File: src/rtl/aes_pkg.sv
// Shared definitions for the AES block feeder: block geometry and issue FSM states.
package aes_pkg;
  localparam int AES_BLK_W = 128;
  localparam int AES_BYTES = 16;

  typedef enum logic [1:0] {IDLE, ISSUE, GAP} issue_state_t;
endpackage

File: src/rtl/aes_byte_assembler.sv
// Fill side of the packer: collects bytes MSB-first into a 128-bit block and flags completion.
module aes_byte_assembler
  import aes_pkg::*;
#(
  parameter int DATA_W = 8
) (
  input  logic                 clk,
  input  logic                 rst,
  input  logic                 in_vld,
  input  logic [DATA_W-1:0]    in_data,
  input  logic                 in_last,
  input  logic                 take,
  output logic                 blk_avail,
  output logic [AES_BLK_W-1:0] blk_data,
  output logic                 blk_last,
  output logic [3:0]           blk_pad,
  output logic                 full,
  output logic                 fill_busy
);

  logic [3:0]           fcnt;
  logic [AES_BLK_W-1:0] buf_q;
  logic [AES_BLK_W-1:0] buf_nxt;
  logic                 full_q;
  logic                 last_q;
  logic [3:0]           pad_q;
  logic                 cmp_now;

  // The first byte of a block clears the buffer, so unwritten tail bytes are already zero-padded.
  always_comb begin
    buf_nxt = (fcnt == 4'd0) ? '0 : buf_q;
    buf_nxt[AES_BLK_W-1-DATA_W*fcnt -: DATA_W] = in_data;
    cmp_now = in_vld && ((fcnt == 4'd15) || in_last);
  end

  // A block completing this cycle is offered directly so it can reach hold on the same edge.
  assign blk_avail = full_q || cmp_now;
  assign blk_data  = full_q ? buf_q  : buf_nxt;
  assign blk_last  = full_q ? last_q : in_last;
  assign blk_pad   = full_q ? pad_q  : 4'd15 - fcnt;
  assign full      = full_q;
  assign fill_busy = full_q || (fcnt != 4'd0);

  always_ff @(posedge clk) begin
    if (!rst) begin
      fcnt   <= 4'd0;
      buf_q  <= '0;
      full_q <= 1'b0;
      last_q <= 1'b0;
      pad_q  <= 4'd0;
    end else begin
      if (in_vld) begin
        fcnt  <= cmp_now ? 4'd0 : fcnt + 4'd1;
        buf_q <= buf_nxt;
      end
      if (cmp_now && !take) begin
        full_q <= 1'b1;
        last_q <= in_last;
        pad_q  <= 4'd15 - fcnt;
      end else if (take) begin
        full_q <= 1'b0;
      end
    end
  end

endmodule

File: src/rtl/aes_block_packer.sv
// Byte-stream to AES block feeder: fill buffer, hold buffer and an issue FSM with watchdog.
module aes_block_packer
  import aes_pkg::*;
#(
  parameter int TIMEOUT_CYCLES = 64
) (
  input  logic                 clk,
  input  logic                 rst,
  input  logic                 s_valid,
  input  logic [7:0]           s_data,
  input  logic                 s_last,
  output logic                 s_ready,
  output logic [AES_BLK_W-1:0] blk_data,
  output logic                 blk_start,
  output logic                 blk_last,
  output logic [3:0]           blk_pad,
  input  logic                 core_done,
  output logic                 busy,
  output logic                 err_timeout
);

  localparam int WD_W = $clog2(TIMEOUT_CYCLES + 1);

  issue_state_t         state, state_nxt;
  logic                 rdy_en;
  logic                 xfer;
  logic                 take;
  logic                 load;
  logic                 timeout_hit;
  logic                 wd_expire;
  logic [WD_W-1:0]      wd;

  logic                 fa_avail;
  logic [AES_BLK_W-1:0] fa_data;
  logic                 fa_last;
  logic [3:0]           fa_pad;
  logic                 fa_full;
  logic                 fa_busy;

  logic                 hold_vld;
  logic [AES_BLK_W-1:0] hold_data;
  logic                 hold_last;
  logic [3:0]           hold_pad;

  assign s_ready = rdy_en && !fa_full;
  assign xfer    = s_valid && s_ready;

  aes_byte_assembler #(.DATA_W(8)) u_asm (
    .clk       (clk),
    .rst       (rst),
    .in_vld    (xfer),
    .in_data   (s_data),
    .in_last   (s_last),
    .take      (take),
    .blk_avail (fa_avail),
    .blk_data  (fa_data),
    .blk_last  (fa_last),
    .blk_pad   (fa_pad),
    .full      (fa_full),
    .fill_busy (fa_busy)
  );

  // Hold is free when empty or when IDLE is moving it into the core this same edge.
  assign take      = fa_avail && (!hold_vld || (state == IDLE));
  assign wd_expire = (wd == WD_W'(TIMEOUT_CYCLES - 1));

  always_comb begin
    state_nxt   = state;
    load        = 1'b0;
    timeout_hit = 1'b0;
    case (state)
      IDLE: begin
        if (hold_vld) begin
          state_nxt = ISSUE;
          load      = 1'b1;
        end
      end
      ISSUE: begin
        if (core_done) begin
          state_nxt = GAP;
        end else if (wd_expire) begin
          state_nxt   = GAP;
          timeout_hit = 1'b1;
        end
      end
      GAP:     state_nxt = IDLE;
      default: state_nxt = IDLE;
    endcase
  end

  always_ff @(posedge clk) begin
    if (!rst) begin
      state       <= IDLE;
      rdy_en      <= 1'b0;
      wd          <= '0;
      err_timeout <= 1'b0;
      hold_vld    <= 1'b0;
      hold_data   <= '0;
      hold_last   <= 1'b0;
      hold_pad    <= 4'd0;
      blk_data    <= '0;
      blk_last    <= 1'b0;
      blk_pad     <= 4'd0;
    end else begin
      state  <= state_nxt;
      rdy_en <= 1'b1;
      wd     <= (state == ISSUE) ? wd + WD_W'(1) : '0;
      if (timeout_hit) err_timeout <= 1'b1;
      if (take) begin
        hold_vld  <= 1'b1;
        hold_data <= fa_data;
        hold_last <= fa_last;
        hold_pad  <= fa_pad;
      end else if (load) begin
        hold_vld <= 1'b0;
      end
      if (load) begin
        blk_data <= hold_data;
        blk_last <= hold_last;
        blk_pad  <= hold_pad;
      end
    end
  end

  assign blk_start = (state == ISSUE);
  assign busy      = fa_busy || hold_vld || (state != IDLE);

endmodule
File: config.mk
export PLATFORM = sky130hd
export DESIGN_NAME = aes_block_packer
export DESIGN_NICKNAME = d
export VERILOG_FILES = /design/src/rtl/aes_pkg.sv /design/src/rtl/aes_byte_assembler.sv /design/src/rtl/aes_block_packer.sv
export SDC_FILE = /design/constraint.sdc
export NUM_CORES = 1
export LEC_CHECK = 0
export CAP_MARGIN = 20
export CORE_UTILIZATION = 62
export DETAILED_ROUTE_END_ITERATION = 12
export GPL_TIMING_DRIVEN = 0
export HOLD_SLACK_MARGIN = 0.08
export PLACE_DENSITY = 0.95
export RECOVER_POWER = 25
export SLEW_MARGIN = 15
export SYNTH_ARGS = -nofsm -noshare
export SYNTH_HDL_FRONTEND = slang
export SYNTH_SLANG_ARGS = --single-unit
File: constraint.sdc
create_clock -name clk -period 2.8 [get_ports clk]
set_input_delay 0.56 -clock clk [delete_from_list [all_inputs] [get_ports clk]]
set_output_delay 0.56 -clock clk [all_outputs]
set_load 0.05 [all_outputs]
==> results of run 1 <==
[cell type report]
cell class                 count  area, um^2
buffer                       181         855
clock buffer                  61        1260
clock inverter                14         158
fill                        1758        6550
inverter                       5        23.8
multi-input combinational   1264        7900
sequential                   416        8330
tap                          341         427
timing repair buffer         154        1530
[registers in the layout, indices dropped and copies added, names as in the netlist, 2 cells and up]
signal,count
blk_data,128
blk_pad,4
hold_data,128
hold_pad,4
state,2
u_asm.buf_q,128
u_asm.fcnt,4
u_asm.pad_q,4
wd,7
[layout by cell type, fill, tap and decap left out, drive strengths merged, types with 3 or more instances in the layout]
cell             n
buf             76
a21boi         142
nand3b           3
nor3             7
and3            25
nand2          313
ha               7
or3              6
bufinv           3
nor3b            5
and4b            3
and4bb          17
clkinv           9
nand3           21
and2             6
mux2i           43
nand4            8
dfxtp          416
clkdlybuf4s50  146
clkbuf         172
nor2            21
o211a           30
a32oi           14
nor2b          134
and4             5
nand2b           9
o211ai           5
a22oi          194
a21oi          110
o21ai          120
inv              5
[cells by family (layout without fill, tap and decap cells)]
| family | count (synthesis) | in the layout | synth area share [%] |
|---|---|---|---|
| mux | 43 | 43 | 2.52 |
| compound gates | 621 | 621 | 24.7 |
| buf+inv | 186 | 415 | 5.05 |
| xor+xnor | 4 | 4 | 0.205 |
| flops | 416 | 416 | 48.7 |
| simple gates | 589 | 589 | 18.3 |
| fa+ha+maj | 7 | 7 | 0.512 |
[repair_timing]
item / CTS / global route
pin swaps: 0 / 0
resized for setup: 15 / 4
endpoints found under the setup margin: 2 / 2
hold endpoints to repair: 0 / 0
buffers inserted: 2 / 3
[critical path, stage by stage, from the launching register on]
cell	delay [ns]
dfxtp_1	0.36
buf_6	0.17
buf_2	0.21
clkbuf_4	0.24
nor2b_1	0.29
clkdlybuf4s15_2	0.42
[power groups by stage]
stage | combinational (W) | clock (W) | sequential [W]
final | 0.000794 | 0.00577 | 0.00610
after global routing | 0.000829 | 0.00600 | 0.00611
after CTS | 0.000760 | 0.00574 | 0.00610
after detailed placement | 0.000740 | 0 | 0.00623
after global placement | 0.000715 | 0 | 0.00622
after floorplan | 0.000451 | 0 | 0.00625
[per-layer routing]
metal  global-route usage [%]  wire length (um)  vias to the layer above
met1                     45.5             20100                     7422
li1                         -                 -                     6972
met3                     6.16              5230                      259
met4                     21.2              3090                        0
met2                     58.3             23700                     1006
met5                        0                 0                        -
[stage by stage]
step | instances | util (%) | setup WS, ns | instance area, um^2 | hold slack [ns]
after CTS | 2433 | 75.8 | 0.0217 | 20500 | 0.453
after floorplan | 1866 | - | 0.527 | 17100 | 0.418
final | 2436 | 75.8 | 0.000517 | 20500 | 0.452
after global placement | 2356 | 70.4 | -0.275 | 19000 | 0.431
after global routing | 2436 | 75.8 | 0.0120 | 20500 | 0.475
after detailed placement | 2356 | 70.4 | -0.302 | 19000 | 0.443
[worst paths after layout]
path / from / end / slack (ns) / depth (start not counted)
worst max register to register: u_asm.fcnt[1] / hold_data[1] / 0.19 / 6
worst min-delay path: wd[0] / wd[0] / 0.45 / 1
worst min register to register: wd[0] / wd[0] / 0.45 / 1
worst max-delay path: u_asm.full / s_ready / 0.0005 / 5
==> results.ini, run 1 <==
[status]
status = finished, final reports clean

[clock_network]
cts_tree = built
cts_root_buf = clkbuf_16
clkTransAtPathRegs_ns = 0.07
holdBufCountCts = 0
clk_path_buf_depth = 3
cts_made_buffers = 41
insertion_delay_ns = 0.54
cts_sinks = 416
htreeDepth = 2

[place]
dpl.hpwl_um = 34900
io_buffer_count = 149
place_congestion = 0.956

[grt]
overflow = 0
grt_pass1_wl_um = 80700
grt_max_degree = 15
grt_pass1_vias = 15215
grt_use_total_pct = 36.1
antenna_found_initial = 0

[sta]
fmax_ghz = 0.357
hold_viol_final = 0
fin_crit_sh_pct = 100
worstMarginPinSlew_ns = 0.841
drv_slew = 0
setup_tns_ns = 0
relSlewSlack_pct = 43.8
rsz0062_at_grt = false
min_period_ns = 2.80
clock_skew_ns = 0.0240
setup_violations = 0

[yosys]
yosysSeqAreaShare_pct = 48.7
synth_flop_cell = dfxtp_1
netlist_area_mm2 = 0.0171
synth_commonest_cells = 416 x dfxtp_1, 313 x nand2_1, 194 x a22oi_1
synthTopCellsByArea = dfxtp_1 49%, a22oi_1 8.5%, nand2_1 6.9%
ys_warn_count = 0
ys_async_sr_fraction_pct = 0
avgSynthCellArea_um2 = 9.17
ys_types = 60
synth_edf_count = 0
synth_top_area_share_pct = 48.7
synth-seq-cells = 416
mappedNetlistNets = 1886
yosysMostFrequentCell = dfxtp_1
yosys.area.top_type = dfxtp_1
synthCells = 1866

[route]
drt-pass1-iter-count = 6
drtAntennaViolNets = 0
vias = 15659
dr.first_iter.drc_count = 2201
routed_via_density = 6.43
drc = 0
drt-total-wl_um = 52200
routedWlPerCell_um = 21.4

[setup_path]
crit_path_end_kind = primary output
critical_path_class = flop to primary output
critical_path_arrival_ns = 2.24
cp.required_ns = 2.24
start_kind = flop
critical_path.max_fanout = 10

[pwr]
switching_share_pct = 23.5
powerDensity_mw_per_mm2 = 618
peakVddDrop_uv = 484
p_clk_share_pct = 45.5
p_leak_nw = 7.30
pwr-share-comb_pct = 6.3
power.net_switching_w = 0.00297
total_power_w = 0.0127
power.internal_w = 0.00969
p_seq_share_pct = 48.2

[cells_and_area]
final_nets = 2083
area_growth_pct = 19.7
drive_gt1_share_pct = 9.40
n_antenna_cell = 0

[die]
die_h_um = 168
ios = 150
die_w_um = 168
dieArea_mm2 = 0.0283
row_count = 60
start_util_pct = 63.3
coreArea_mm2 = 0.0270

[worst_hold_path]
hp-class = flop to flop

[job]
cap_violations = 0

Note: power is estimated with default switching activity, not from simulation.
==> inputs of run 2 (changes only) <==
Settings changed: CAP_MARGIN 20 to default, CORE_MARGIN from default to 10, SLEW_MARGIN 15 to default.
==> results.ini, run 2 (synthesized netlist as in run 1, its figures left out) <==
[status]
status = finished, final reports clean

[sta]
setup_tns_ns = 0
hold_viol_final = 0
worst_slack_ns = 0.0395
rsz0062_at_grt = false
worstMarginPinSlew_ns = 0.776
fin_crit_sh_pct = 98.6
fmax_ghz = 0.362
relSlewSlack_pct = 48.2
setup_violations = 0
clock_skew_ns = 0.0207
min_period_ns = 2.76
drv_slew = 0

[clock_network]
cts_made_buffers = 41
clkTransAtPathRegs_ns = 0.06
insertion_delay_ns = 0.54
cts_tree = built
cts_sinks = 416
cts_root_buf = clkbuf_16
htreeDepth = 2
clk_path_buf_depth = 3

[worst_hold_path]
hp-class = flop to flop

[route]
routed_via_density = 6.32
drt-total-wl_um = 52000
vias = 15415
drt-pass1-iter-count = 10
drtAntennaViolNets = 0
drc = 0
dr.first_iter.drc_count = 1780
routedWlPerCell_um = 21.3

[cells_and_area]
layout_commonest_cell = dfxtp_1
final_nets = 2084
area_growth_pct = 19.2
largestRegisters = blk_data (128), hold_data (128), u_asm.buf_q (128)
drive_gt1_share_pct = 9.30
final_cell_mix = 415 x dfxtp_1, 313 x nand2_1, 194 x a22oi_1

[die]
die_h_um = 186
dieArea_mm2 = 0.0346
coreArea_mm2 = 0.0270
die_w_um = 186
ios = 150
start_util_pct = 63.3
row_count = 60

[place]
io_buffer_count = 149
dp_worst_setup_slack_ns = -0.331
place_congestion = 0.976
dpl.hpwl_um = 35800

[grt]
overflow = 0
grt_pass1_vias = 15041
grt_use_total_pct = 29.4
antenna_found_initial = 1
grt_max_degree = 15
grt_pass1_wl_um = 81000

[job]
cap_violations = 0

[setup_path]
critical_path_class = flop to primary output
critical_path.max_fanout = 10
start_kind = flop
crit_path_end_kind = primary output
critical_path_arrival_ns = 2.20
cp.required_ns = 2.24

[pwr]
powerDensity_mw_per_mm2 = 603
p_leak_nw = 7.27
peakVddDrop_uv = 444

[run 2: cell types whose count changed in the layout (fill, tap and decap cells not counted), moves of 2 or more]
| cell | previous run | this run |
|---|---|---|
| clkinv_2 | 7 | 10 |
| bufinv_16 | 3 | 1 |
| clkinv_4 | 2 | 0 |
| buf_4 | 12 | 14 |
| clkbuf_8 | 12 | 7 |
| clkbuf_1 | 116 | 119 |
[run 2: layout make-up]
class / count / area [um^2]
multi-input cells: 1264 / 7910
repair buffers: 155 / 1540
fillers: 1766 / 6630
inverters: 5 / 21.3
clock inverters: 14 / 104
plain buffers: 181 / 856
flip-flops and latches: 416 / 8330
diodes: 1 / 2.50
well taps: 341 / 427
clock buffers: 61 / 1210
[run 2: per-stage QoR]
step           total power [W]  instances  area (um^2)  hold WS [ns]  util (%)
2_1_floorplan          0.00670       1866        17100         0.418         -
3_3_place_gp           0.00694       2356        19000         0.431      70.4
3_5_place_dp           0.00696       2356        19000         0.444      70.4
4_1_cts                 0.0123       2433        20400         0.458      75.4
5_1_grt                 0.0126       2438        20400         0.473      75.5
6_report                0.0123       2438        20400         0.452      75.5
[run 2: path summary, 6_finish.rpt]
check | slack (ns) | end | start | depth (start not counted)
setup reg to reg | 0.27 | hold_data[39] | u_asm.fcnt[1] | 6
setup / recovery | 0.04 | s_ready | u_asm.full | 5
hold / removal | 0.45 | wd[0] | wd[0] | 1
hold reg to reg | 0.45 | wd[0] | wd[0] | 1
[run 2: critical path, stage by stage (launching register included)]
cell	delay, ns
dfxtp_1	0.38
buf_6	0.18
clkbuf_4	0.21
clkbuf_4	0.23
nor2b_1	0.25
clkdlybuf4s15_2	0.42
[run 2: repair_timing]
item | in CTS | in global routing
endpoints found under the setup margin | 2 | 2
hold buffers | 0 | 0
buffers inserted | 2 | 4
resized for setup | 14 | 4
gates cloned | 0 | 0
[run 2: power breakdown]
part	internal [W]	switching [W]	total (W)
clock	0.00310	0.00231	0.00541
combinational	0.000251	0.000531	0.000782
sequential	0.00603	0.0000700	0.00610
[run 2: metal layers]
layer	GRT usage (%)	wire length [um]	vias up
li1	-	-	6995
met1	36.1	19700	7307
met2	47.9	24400	920
met3	5.75	5290	193
met4	15.8	2530	0
met5	0	0	-
==> edit 1 (settings of run 1) <==
Set the parameter `TIMEOUT_CYCLES` to 128 (it was 64).
--- a/src/rtl/aes_block_packer.sv
+++ b/src/rtl/aes_block_packer.sv
@@ -4,3 +4,3 @@
 #(
-  parameter int TIMEOUT_CYCLES = 64
+  parameter int TIMEOUT_CYCLES = 128
 ) (
Formal check against the unedited RTL: same outputs for any inputs over 4 cycles, from zero or initial values and one cycle with rst low; that may be too few to reach the edited logic, so the function may still have changed.
==> edit 1 against run 1 <==
The flow now finishes with violations (negative setup slack); worst setup slack worse by 0.012 ns; largest cell class unchanged; non-clock buffer count down 2; sequential cell count up 1; area after synthesis up 0.60%; design area up 0.84%; total power up 2.2%; worst hold slack better by 0.010 ns; global-route usage down 0.27 points; core utilization up 0.43 points; critical path type unchanged; clock skew down 0.0037 ns; wire length down 0.12%; die area up 0.59%.
==> edit 1: results (changes against run 1) <==
| Metric | Value |
|---|---|
| Routed wire length on met2 | `24.1 mm (+1.9%)` |
| Largest net degree at the start of global routing | `16 (+1)` |
| Hold path cells | `2 (+1)` |
| TritonCTS Buffers | `41 (unchanged)` |
| PortBufs | `149 (unchanged)` |
| Critical path's largest stage delay | `0.37 ns (-0.05 ns)` |
| Worst r2r src | `state[0]` |
| Clk_skew | `0.0203 ns (-0.00371 ns)` |
| Synth top cells by count | `dfxtp_1, nand2_1, a22oi_1` |
| Dpl ws | `-0.313 ns (-0.0116 ns)` |
| Initial antenna violation count | `0 (unchanged)` |
| Internal | `10000 uW (+3.2%)` |
| Synthesized Nets | `1892 (+0.32%)` |
| Total GRT Usage | `35.8% (-0.27 points)` |
| DP Wirelength | `35.1 mm (+0.61%)` |
| Status | `complete, but fails checks` |
| DR WL met3 | `4.77 mm (-8.8%)` |
| # fillers | `1717 (-2.3%)` |
| # nets final | `2087 (+0.19%)` |
| WHS Endpoint | `blk_data[12]` |
| Drt total wl | `52.1 mm (-0.12%)` |
| M1 WL | `20.0 mm (-0.87%)` |
| Seq/Total Area, Yosys | `48.5% (-0.17 points)` |
| Synth unique cells | `61 (+1.7%)` |
| PnR worst setup slack | `-0.0111 ns (-0.0116 ns)` |
| Total number of vias | `15.6k (-0.40%)` |
| CTS H-tree lvls | `2 (unchanged)` |
| Failing checks | `negative setup slack` |
| DRT iter0 DRCs | `1936 (-12%)` |
| Vias in the first global route | `15.2k (-0.092%)` |
| CTS clock-pin slew for the worst setup and hold paths | `0.07 ns (about the same)` |
| Top_reg_cell synth | `dfxtp_1` |
| Reg2Reg Setup Slack | `0.09 ns (-0.10 ns)` |
| Worst-Margin Slew | `1.13 ns (+0.290 ns)` |
| Final Setup Violations | `1 (+1)` |
| Fin Hold WS | `0.462 ns (+0.0100 ns)` |
| GP Congestion | `0.952 (-0.51%)` |
| Peak VDD IR | `458 uV (-5.3%)` |
| First-pass GRT wire length | `80.1 mm (-0.77%)` |
| Synth area leaders | `dfxtp_1, a22oi_1, nand2_1` |
| Total negative slack | `-0.0111 ns (-0.0111 ns)` |
| Worst hold start | `blk_data[12]` |
| R2R Path End | `blk_data[123]` |
| Slowest-stage cell, CP | `dfxtp_2` |
| Critical path fanouts, max | `11 (+1)` |
| Layout cell share with drive strength beyond 1 | `9.29% (-0.12 points)` |
| Leak Pwr | `0.00732 uW (+0.29%)` |
| Area occupied by multi-input gates | `7950 sq um (+0.67%)` |
[edit 1: cell count changes in the layout (fill, tap and decap cells not counted), sizes merged, moves of 2 or more]
cell / delta
a21oi: -2
clkbuf: +9
bufinv: +4
clkinv: -3
nor2: +3
buf: -12
[edit 1: through the flow]
| stage | cell area (sq um) | cells |
|---|---|---|
| after global routing | 20700 | 2472 |
| after global placement | 19200 | 2393 |
| final | 20700 | 2473 |
| after detailed placement | 19200 | 2393 |
| after floorplan | 17200 | 1872 |
| after CTS | 20700 | 2470 |
[edit 1: how the worst max path moves through the flow]
stage	from	end	slack, ns
final	u_asm.fcnt[0]	busy	-0.01
after floorplan	u_asm.fcnt[0]	busy	0.53
after global placement	u_asm.fcnt[0]	busy	-0.28
after detailed placement	u_asm.fcnt[0]	busy	-0.31
after CTS	u_asm.fcnt[1]	busy	0.00006
after global routing	u_asm.fcnt[1]	busy	0.002
[edit 1: area by class of cell]
| cell class | count | area share (%) |
|---|---|---|
| multi-input cells | 1269 | 38.5 |
| clock inverters | 17 | 1.31 |
| flip-flops and latches | 417 | 40.4 |
| clock buffers | 59 | 5.94 |
| diodes | 1 | 0.0121 |
| inverters | 5 | 0.115 |
| well taps | 372 | 2.25 |
| plain buffers | 181 | 4.15 |
| repair buffers | 152 | 7.29 |
[edit 1: cell families after synthesis]
logic type | synth area share (%)
AO/OA/AOI/OAI | 24.5
AND/OR/NAND/NOR | 18.5
flip-flops | 48.5
buffers and inverters | 5.11
multiplexers | 2.50
adder cells (fa/ha/maj) | 0.509
XOR/XNOR | 0.305
[edit 1: power by group through the flow]
stage | Combinational [uW] | Clock (uW) | Sequential [uW]
after floorplan | 457 | 0 | 6260
after CTS | 764 | 6030 | 6110
after detailed placement | 750 | 0 | 6240
final | 791 | 6040 | 6120
after global routing | 830 | 6260 | 6120
after global placement | 724 | 0 | 6240
[edit 1: layer usage]
metal	vias up	GRT usage (%)
li1	6982	-
met1	7459	44.4
met2	945	58.4
met3	210	5.61
met4	0	22.7
met5	-	0
[edit 1: tightest hold or removal path, cell delays in order (launching register included)]
cell and delay (ns):
dfxtp_1 0.31, nand2_1 0.04, a21boi_0 0.06
[edit 1: repair_timing]
action / in CTS / in global routing
setup endpoints to repair: 2 / 2
resized for setup: 15 / 3
hold buffers: 0 / 0
setup buffers: 1 / 2
pin swaps: 0 / 0
==> edit 2 (flow settings as in run 1) <==
Without the edit above. Re-encode `issue_state_t` (3 states) as one-hot, 3 bits wide.
--- a/src/rtl/aes_pkg.sv
+++ b/src/rtl/aes_pkg.sv
@@ -5,3 +5,3 @@
 
-  typedef enum logic [1:0] {IDLE, ISSUE, GAP} issue_state_t;
+  typedef enum logic [2:0] {IDLE = 3'b001, ISSUE = 3'b010, GAP = 3'b100} issue_state_t;
 endpackage
Function: no difference found for any inputs over 4 cycles, from zero or initial values and one cycle with rst low; so few cycles prove little.
==> edit 2 against run 1 <==
The run now ends with negative setup slack left; total power is 2.8% lower; worst setup slack worse by 0.014 ns; clock skew is 0.0063 ns lower; design area is 5.4% lower; die area is 5.7% lower; first-iteration DRC count is 15% lower; critical path depth is 2 lower; critical endpoint unchanged; sequential cell count is 1 higher; maximum frequency is 0.50% lower; area after synthesis is 5.8% lower; wire length is 7.7% lower.
==> edit 2: results (changes against run 1) <==
| Metric | Value |
|---|---|
| Critical path fanouts, max | `19 (+9)` |
| Status | `complete, but fails checks` |
| Synthesized Nets | `1765 (-6.4%)` |
| DR vias/cell | `6.43 (about the same)` |
| Vias in the first global route | `14.2k (-6.5%)` |
| Layout cell share with drive strength beyond 1 | `7.85% (-1.6 points)` |
| TritonCTS Buffers | `40 (-2.4%)` |
| Synth unique cells | `62 (+3.3%)` |
| Slew HR | `23.7% (-20 points)` |
| Total GRT Usage | `35.6% (-0.50 points)` |
| DRT iter0 DRCs | `1870 (-15%)` |
| Synth top cells by count | `dfxtp_1, nand2_1, a22oi_1` |
| Peak VDD IR | `535 uV (+10%)` |
| Reg2Reg Depth | `7 (+1)` |
| Failing checks | `negative setup slack` |
| GP Congestion | `0.969 (+1.3%)` |
| Final Setup Violations | `1 (+1)` |
| # nets final | `1956 (-6.1%)` |
| Dpl ws | `-0.602 ns (-0.300 ns)` |
| Worst r2r src | `u_asm.fcnt[2]` |
| First-pass GRT wire length | `74.6 mm (-7.5%)` |
| Largest net degree at the start of global routing | `20 (+5)` |
| R2R Path End | `u_asm.buf_q[33]` |
| DP Wirelength | `32.8 mm (-6.0%)` |
| PnR worst setup slack | `-0.0134 ns (-0.0140 ns)` |
[edit 2: layer usage]
metal	vias to the layer above	track usage (%)	routed length (um)
met2	949	57.6	22300
met1	6947	44.0	18400
met5	-	0	0
met3	223	6.73	4720
met4	0	21.0	2770
li1	6611	-	-
[edit 2: metrics by stage]
step	setup TNS (ns)	cells	area (sq um)	util, %
after global placement	-54.81	2224	18000	71.2
after CTS	-0.0866	2291	19400	76.6
after floorplan	0	1745	16100	-
after detailed placement	-65.70	2224	18000	71.2
final	-0.0134	2292	19400	76.5
after global routing	0	2292	19400	76.5
[edit 2: kinds of logic (layout without fill, tap and decap cells)]
group / after synthesis / after routing / synth area share, %
other cells: 0 / 1 / 0
buf+inv: 156 / 372 / 4.39
simple gates: 565 / 565 / 15.8
fa+ha+maj: 7 / 7 / 0.543
mux: 51 / 51 / 3.18
xor+xnor: 6 / 6 / 0.326
compound gates: 543 / 543 / 24.0
flops: 417 / 417 / 51.8
[edit 2: area by class of cell]
type	count	area [sq um]
antenna	1	2.50
buffer	145	676
clock buffer	55	1140
clock inverter	12	200
fill	1613	5960
inverter	9	36.3
multi-input combinational	1172	7060
sequential	417	8350
tap	330	413
timing repair buffer	151	1500
[edit 2: timing repair]
item / 4_1_cts / 5_1_grt
buffers inserted: 2 / 0
setup endpoints to repair: 43 / 2
resized for setup: 12 / 4
[edit 2: how the worst min path moves through the flow]
stage / slack [ns] / from / depth (start not counted) / end
2_1_floorplan: 0.42 / wd[0] / 1 / wd[0]
3_3_place_gp: 0.43 / wd[0] / 1 / wd[0]
3_5_place_dp: 0.44 / wd[0] / 1 / wd[0]
4_1_cts: 0.45 / wd[0] / 1 / wd[0]
5_1_grt: 0.47 / blk_data[71] / 2 / blk_data[71]
6_report: 0.45 / blk_pad[2] / 2 / blk_pad[2]
[edit 2: worst max-delay path, cell delays in order (launching register included)]
cell             delay (ns)
dfxtp_1                0.42
buf_4                  0.27
nor2b_1                0.20
clkdlybuf4s50_1        0.83
[edit 2: report_power, final]
group / leakage (uW) / switching, uW / total (uW) / internal (uW)
clock network: 0.000658 / 2260 / 5570 / 3310
registers: 0.00336 / 24.4 / 5990 / 5970
logic: 0.00281 / 565 / 754 / 189
total: 0.00683 / 2850 / 12300 / 9460
